File: src/rtl/maze_carver.sv
// Recursive-backtracker maze generator: walks a W x H grid from (0,0) and emits one
// carve event per wall removed, backtracking through an on-chip coordinate stack.
module maze_carver #(
  parameter int unsigned W  = 8,
  parameter int unsigned H  = 8,
  parameter int unsigned XW = 3,
  parameter int unsigned YW = 3
) (
  input  logic          clk,
  input  logic          rst_n,
  input  logic          i_start,
  input  logic [1:0]    i_rand,
  output logic          o_busy,
  output logic          o_done,
  output logic          o_carve_valid,
  output logic [XW-1:0] o_carve_x,
  output logic [YW-1:0] o_carve_y,
  output logic [1:0]    o_carve_dir
);

  localparam int unsigned Cells = W * H;
  localparam int unsigned Depth = Cells - 1;
  localparam int unsigned IW    = $clog2(Cells);
  localparam int unsigned SPW   = $clog2(Cells);

  typedef enum logic [2:0] {StIdle, StInit, StPick, StCheck, StPop, StDone} state_e;

  state_e            r_state, w_state_d;
  logic [XW-1:0]     r_cx, w_cx_d, w_nx;
  logic [YW-1:0]     r_cy, w_cy_d, w_ny;
  logic [SPW-1:0]    r_sp, w_sp_d, w_pidx;
  logic [1:0]        r_base, w_base_d, r_try, w_try_d, w_dir;
  logic              r_busy, w_busy_d, r_done, w_done_d;
  logic              r_cv, w_cv_d;
  logic [XW-1:0]     r_ox, w_ox_d;
  logic [YW-1:0]     r_oy, w_oy_d;
  logic [1:0]        r_od, w_od_d;
  logic [Cells-1:0]  r_visited;
  logic [XW+YW-1:0]  r_stack [Depth];
  logic [XW+YW-1:0]  w_top;
  logic [IW-1:0]     w_nidx;
  logic              w_inb, w_free, w_vis_clr, w_vis_set, w_push;

  assign w_dir  = r_base + r_try;
  assign w_pidx = r_sp - 1'b1;
  assign w_top  = r_stack[w_pidx];

  // Neighbour in the direction under test; w_inb rejects any wrap-around.
  always_comb begin
    w_nx  = r_cx;
    w_ny  = r_cy;
    w_inb = 1'b0;
    unique case (w_dir)
      2'd0: begin w_inb = (r_cy != '0);            w_ny = r_cy - 1'b1; end
      2'd1: begin w_inb = (r_cx != XW'(W - 1));    w_nx = r_cx + 1'b1; end
      2'd2: begin w_inb = (r_cy != YW'(H - 1));    w_ny = r_cy + 1'b1; end
      default: begin w_inb = (r_cx != '0);         w_nx = r_cx - 1'b1; end
    endcase
    w_nidx = IW'(w_ny) * IW'(W) + IW'(w_nx);
    w_free = w_inb && !r_visited[w_nidx];
  end

  always_comb begin
    w_state_d = r_state;
    w_cx_d    = r_cx;
    w_cy_d    = r_cy;
    w_sp_d    = r_sp;
    w_base_d  = r_base;
    w_try_d   = r_try;
    w_busy_d  = r_busy;
    w_done_d  = r_done;
    w_cv_d    = 1'b0;
    w_ox_d    = r_ox;
    w_oy_d    = r_oy;
    w_od_d    = r_od;
    w_vis_clr = 1'b0;
    w_vis_set = 1'b0;
    w_push    = 1'b0;
    unique case (r_state)
      StIdle, StDone: begin
        if (i_start) begin
          w_state_d = StInit;
          w_done_d  = 1'b0;
          w_busy_d  = 1'b1;
        end
      end
      StInit: begin
        w_vis_clr = 1'b1;
        w_cx_d    = '0;
        w_cy_d    = '0;
        w_sp_d    = '0;
        w_state_d = StPick;
      end
      StPick: begin
        w_base_d  = i_rand;
        w_try_d   = 2'd0;
        w_state_d = StCheck;
      end
      StCheck: begin
        if (w_free) begin
          w_cv_d    = 1'b1;
          w_ox_d    = r_cx;
          w_oy_d    = r_cy;
          w_od_d    = w_dir;
          w_push    = 1'b1;
          w_sp_d    = r_sp + 1'b1;
          w_vis_set = 1'b1;
          w_cx_d    = w_nx;
          w_cy_d    = w_ny;
          w_state_d = StPick;
        end else if (r_try == 2'd3) begin
          w_state_d = StPop;
        end else begin
          w_try_d = r_try + 1'b1;
        end
      end
      StPop: begin
        if (r_sp == '0) begin
          w_state_d = StDone;
          w_busy_d  = 1'b0;
          w_done_d  = 1'b1;
        end else begin
          w_sp_d    = w_pidx;
          w_cx_d    = w_top[XW+YW-1:YW];
          w_cy_d    = w_top[YW-1:0];
          w_state_d = StPick;
        end
      end
      default: w_state_d = StIdle;
    endcase
  end

  always_ff @(posedge clk or negedge rst_n) begin
    if (!rst_n) begin
      r_state   <= StIdle;
      r_cx      <= '0;
      r_cy      <= '0;
      r_sp      <= '0;
      r_base    <= '0;
      r_try     <= '0;
      r_busy    <= 1'b0;
      r_done    <= 1'b0;
      r_cv      <= 1'b0;
      r_ox      <= '0;
      r_oy      <= '0;
      r_od      <= '0;
      r_visited <= '0;
    end else begin
      r_state <= w_state_d;
      r_cx    <= w_cx_d;
      r_cy    <= w_cy_d;
      r_sp    <= w_sp_d;
      r_base  <= w_base_d;
      r_try   <= w_try_d;
      r_busy  <= w_busy_d;
      r_done  <= w_done_d;
      r_cv    <= w_cv_d;
      r_ox    <= w_ox_d;
      r_oy    <= w_oy_d;
      r_od    <= w_od_d;
      // Index 0 is cell (0,0), the walk's starting point.
      if (w_vis_clr) begin
        r_visited <= Cells'(1);
      end else if (w_vis_set) begin
        r_visited[w_nidx] <= 1'b1;
      end
    end
  end

  always_ff @(posedge clk) begin
    if (w_push) begin
      r_stack[r_sp] <= {r_cx, r_cy};
    end
  end

  assign o_busy        = r_busy;
  assign o_done        = r_done;
  assign o_carve_valid = r_cv;
  assign o_carve_x     = r_ox;
  assign o_carve_y     = r_oy;
  assign o_carve_dir   = r_od;

endmodule

File: config.mk
export PLATFORM = sky130hd
export DESIGN_NAME = maze_carver
export DESIGN_NICKNAME = d
export VERILOG_FILES = /design/src/rtl/maze_carver.sv
export SDC_FILE = /design/constraint.sdc
export NUM_CORES = 1
export LEC_CHECK = 0
export ABC_AREA = 1
export ABC_CLOCK_PERIOD_IN_PS = 5400
export BUFFER_PORTS_ARGS = -buffer_cell sky130_fd_sc_hd__buf_2
export CAP_MARGIN = 10
export CORE_MARGIN = 3
export CORE_UTILIZATION = 32
export DETAILED_ROUTE_END_ITERATION = 8
export GPL_TIMING_DRIVEN = 0
export HOLD_SLACK_MARGIN = 0.02
export PLACE_DENSITY = 0.51
export REMOVE_ABC_BUFFERS = 1
export SLEW_MARGIN = 0
export SYNTH_ARGS = -nofsm -noshare
export SYNTH_HDL_FRONTEND = slang
export SYNTH_SLANG_ARGS = --single-unit
File: constraint.sdc
create_clock -name clk -period 5.4 [get_ports clk]
set_input_delay 0 -clock clk [delete_from_list [all_inputs] [get_ports clk]]
set_output_delay 0 -clock clk [all_outputs]
set_load 0.02 [all_outputs]
==> Flow_metrics.wiki <==
{| class="wikitable"
! Metric !! Value
|-
| Total power || 15.3 mW
|-
| Place WS || -0.0929 ns
|-
| Total routed wirelength || 55,900 um
|-
| Tmin final || 5.14 ns
|-
| Net total in the final layout || 2,023
|-
| Max-Slew Margin vs Limit || 31.7%
|-
| TritonCTS clock tree || built
|-
| Biggest area contributors in the synthesized netlist || sky130_fd_sc_hd__edfxtp_1 (55%), sky130_fd_sc_hd__dfrtp_1 (11%), sky130_fd_sc_hd__nand2_1 (8.6%)
|-
| Synth Area in XOR/XNOR || 0.253%
|-
| Classification of the worst-slack hold path || input port to flop
|-
| Area used by multi-input combinational logic || 0.00628 mm^2
|-
| CP endpoint kind || flop
|-
| Post-synthesis instance area || 0.0208 mm^2
|-
| GRT Util Overall || 16.4%
|-
| Worst IR Drop VDD || 616 uV
|-
| Mean routed wirelength per cell || 19.3 um
|-
| Die width || 261 um
|-
| Global-route wire length before repair || 86,700 um
|-
| Outcome || completed
|-
| Max-capacitance violation count || 0
|-
| Power share of the combinational group || 48.0%
|-
| Multiplexer share of the synthesized area || 0%
|-
| Syn_area_per_cell || 10.2 um^2
|-
| Int Power || 8.20 mW
|-
| Synthesized instance count || 2,032
|-
| Number of antenna violations at the first check in global routing || 0
|-
| Standby leakage power || 8.81 nW
|-
| Worst Path Class, Setup || flop to flop
|-
| Post-route core utilization || 37.2%
|-
| Largest net degree at the start of global routing || 101
|-
| Seq pwr share || 30.6%
|-
| Yosys reg bits || 472
|-
| Async set-reset flop share out of synthesis || 19.9%
|-
| Switching Fraction || 46.5%
|-
| Slew @ Worst Pin || 1.02 ns
|-
| Simple-gate share of the synthesized area || 19.7%
|-
| Count of flip-flops with a built-in enable after synthesis || 378
|-
| Via count of the first global-routing pass || 14,600
|-
| Number of max-slew violations in the final report || 0
|-
| Placeable core region || 0.0637 mm^2
|-
| Via/cell ratio || 5.15
|-
| Storage element area || 0.0137 mm^2
|-
| Setup repair after global routing missed its margin || false
|-
| Final ANT Viol Nets || 0
|-
| Share of synthesized cell area in full adder, half adder and majority cells || 0.734%
|-
| Ant diodes || 0
|-
| Max Fanout on Critical Path || 100
|-
| Count of different cell masters after synthesis || 36
|-
| CP startpoint kind || flop
|-
| Fraction of the mapped netlist area in compound gates || 9.03%
|-
| H-tree depth || 2
|-
| Proportion of power drawn by the clock network || 21.4%
|-
| Port bufs || 15
|-
| Critical path data arrival time || 5.68 ns
|-
| Power density relative to cell area || 647 mW/mm^2
|-
| Smallest setup slack after layout || 0.256 ns
|-
| Final setup vio count || 0
|-
| Final number of hold-violating endpoints || 0
|-
| Dominant cell type by area after synthesis || sky130_fd_sc_hd__edfxtp_1
|-
| Most frequent cells in the layout || sky130_fd_sc_hd__nand2_1 (471), sky130_fd_sc_hd__edfxtp_1 (378), sky130_fd_sc_hd__nand3_1 (324)
|-
| Worst-case clock skew || 0.0240 ns
|-
| Layout overhead on the synthesized area || 13.9%
|-
| Buffer type at the clock tree root || sky130_fd_sc_hd__clkbuf_16
|-
| Critical path data required time || 5.94 ns
|-
| Top cell type's share of synthesized area || 54.6%
|-
| Setup tns final || 0 ns
|-
| Max Fclk || 0.194 GHz
|-
| Longest Clk Path Bufs || 3
|-
| Main combinational cell family by area after synthesis || simple AND/OR/NAND/NOR gates
|-
| RePlAce Congestion || 0.801
|-
| Clock insertion delay at the later pin of the skew report || 0.61 ns
|-
| Count of routing violations after the opening detailed-route iteration || 1,285
|-
| Most frequently used flop master after synthesis || sky130_fd_sc_hd__edfxtp_1
|-
| Number of CTS-inserted buffers || 50
|-
| Reg clk slew, reported paths || 0.06 ns
|-
| Share of layout cells above drive strength 1 || 7.87%
|-
| Number of sinks driven by the clock tree || 472
|-
| Initial cell density of the core || 32.7%
|-
| Die area || 0.0681 mm^2
|-
| Congestion Overflow GR || 0
|-
| I/O pin count || 16
|-
| Yosys warning total || 0
|-
| Number of post-CTS setup repair buffers || 0
|-
| Share of synthesized area occupied by flip-flops and latches || 65.9%
|-
| Cell Rows || 92
|-
| Vertical die dimension || 261 um
|-
| Via count of the routed design || 14,900
|-
| Number of design rule violations left after detail routing || 0
|-
| Psw || 7.13 mW
|-
| Worst hold slack across all endpoints || 0.125 ns
|-
| Most common cell after layout, fill and taps aside || sky130_fd_sc_hd__nand2_1
|-
| Final Cycle Share || 95.3%
|-
| Number of search-and-repair iterations in the first detailed-routing pass || 7
|-
| Fill cell count || 6,248
|-
| DPL Wire Length || 33,200 um
|}
-- final cells by class --
class	count	area share, %
Clock buffer	69	6.06
Clock inverter	22	0.639
Inverter	112	1.84
Multi-Input combinational cell	1329	26.5
Sequential cell	472	57.9
Tap cell	846	4.47
Timing Repair Buffer	42	2.58
-- power groups by stage --
stage / combinational [mW] / clock, mW / sequential (mW)
3_5_place_dp: 7.27 / 0 / 4.77
4_1_cts: 7.30 / 3.35 / 4.70
3_3_place_gp: 6.75 / 0 / 5.04
2_1_floorplan: 4.24 / 0 / 4.78
5_1_grt: 8.08 / 3.52 / 4.73
6_report: 7.35 / 3.28 / 4.69
-- flip-flops by register name, summed over array words and instances, names as in the netlist --
name,flops
o_carve_valid,1
o_carve_x,3
o_busy,1
o_carve_dir,2
r_cy,3
r_stack,378
r_cx,3
o_done,1
r_try,2
r_visited,64
r_sp,6
o_carve_y,3
r_base,2
r_state,3
-- per-stage QoR --
stage	area (um^2)	instances
6_report	23700	2892
5_1_grt	23700	2892
4_1_cts	23600	2892
3_5_place_dp	22000	2795
3_3_place_gp	21400	2774
2_1_floorplan	20300	1913
-- critical path, cell delays in order (launching register included) --
cell	delay, ns
sky130_fd_sc_hd__dfrtp_4	0.77
sky130_fd_sc_hd__buf_16	0.36
sky130_fd_sc_hd__inv_8	0.46
sky130_fd_sc_hd__buf_16	0.42
sky130_fd_sc_hd__nand2_1	0.23
sky130_fd_sc_hd__xor2_4	0.84
sky130_fd_sc_hd__inv_1	0.73
sky130_fd_sc_hd__nand3_1	0.32
sky130_fd_sc_hd__nand3_1	0.21
sky130_fd_sc_hd__nand3_1	0.18
sky130_fd_sc_hd__nand3_1	0.12
sky130_fd_sc_hd__o21ai_0	0.12
sky130_fd_sc_hd__nand3_1	0.10
sky130_fd_sc_hd__nand2_1	0.08
-- synth_stat cells, types with 5 or more instances --
library cell,n
sky130_fd_sc_hd__dfrtp_1,94
sky130_fd_sc_hd__o21ai_0,151
sky130_fd_sc_hd__clkbuf_1,88
sky130_fd_sc_hd__o21ai_1,40
sky130_fd_sc_hd__o22ai_1,16
sky130_fd_sc_hd__nand3_1,326
sky130_fd_sc_hd__nand2_1,476
sky130_fd_sc_hd__nand2_2,8
sky130_fd_sc_hd__nor2_1,146
sky130_fd_sc_hd__inv_2,6
sky130_fd_sc_hd__inv_1,105
sky130_fd_sc_hd__buf_2,23
sky130_fd_sc_hd__a21oi_1,81
sky130_fd_sc_hd__ha_1,9
sky130_fd_sc_hd__edfxtp_1,378
sky130_fd_sc_hd__buf_1,5
sky130_fd_sc_hd__o211ai_1,7
sky130_fd_sc_hd__a22oi_1,38
-- cells by family after synthesis --
group | after synthesis
buffers and inverters | 231
flip-flops | 472
AND/OR/NAND/NOR | 969
AO/OA/AOI/OAI | 343
adder cells (fa/ha/maj) | 11
XOR/XNOR | 6
-- routing by layer --
metal / vias up / wire length (um) / GRT usage [%] / part of all wire [%]
met5: - / 0 / 0 / 0
met4: 0 / 1420 / 4.94 / 2.5
met3: 88 / 2870 / 2.52 / 5.1
met2: 397 / 26200 / 26.7 / 47
met1: 7352 / 25400 / 22.9 / 45
li1: 7046 / - / - / -
-- worst paths after layout --
kind	startpoint	end	slack, ns	cells after the start
setup / recovery	r_sp[0]	r_cx[2]	0.26	13
hold / removal	i_rand[0]	r_base[0]	0.12	4
max in group asynchronous	rst_n	r_visited[46]	4.52	4
hold reg to reg	o_carve_x[2]	o_carve_x[2]	0.48	2
setup reg to reg	r_sp[0]	r_cx[2]	0.26	13
min in group asynchronous	rst_n	r_cx[1]	0.38	3
-- what timing repair did --
item,CTS,global route
endpoints found under the setup margin,42,210
hold buffers,6,0
hold endpoints to repair,100,0
gates resized for setup,1,21
Power figures use the tool's default switching activity.
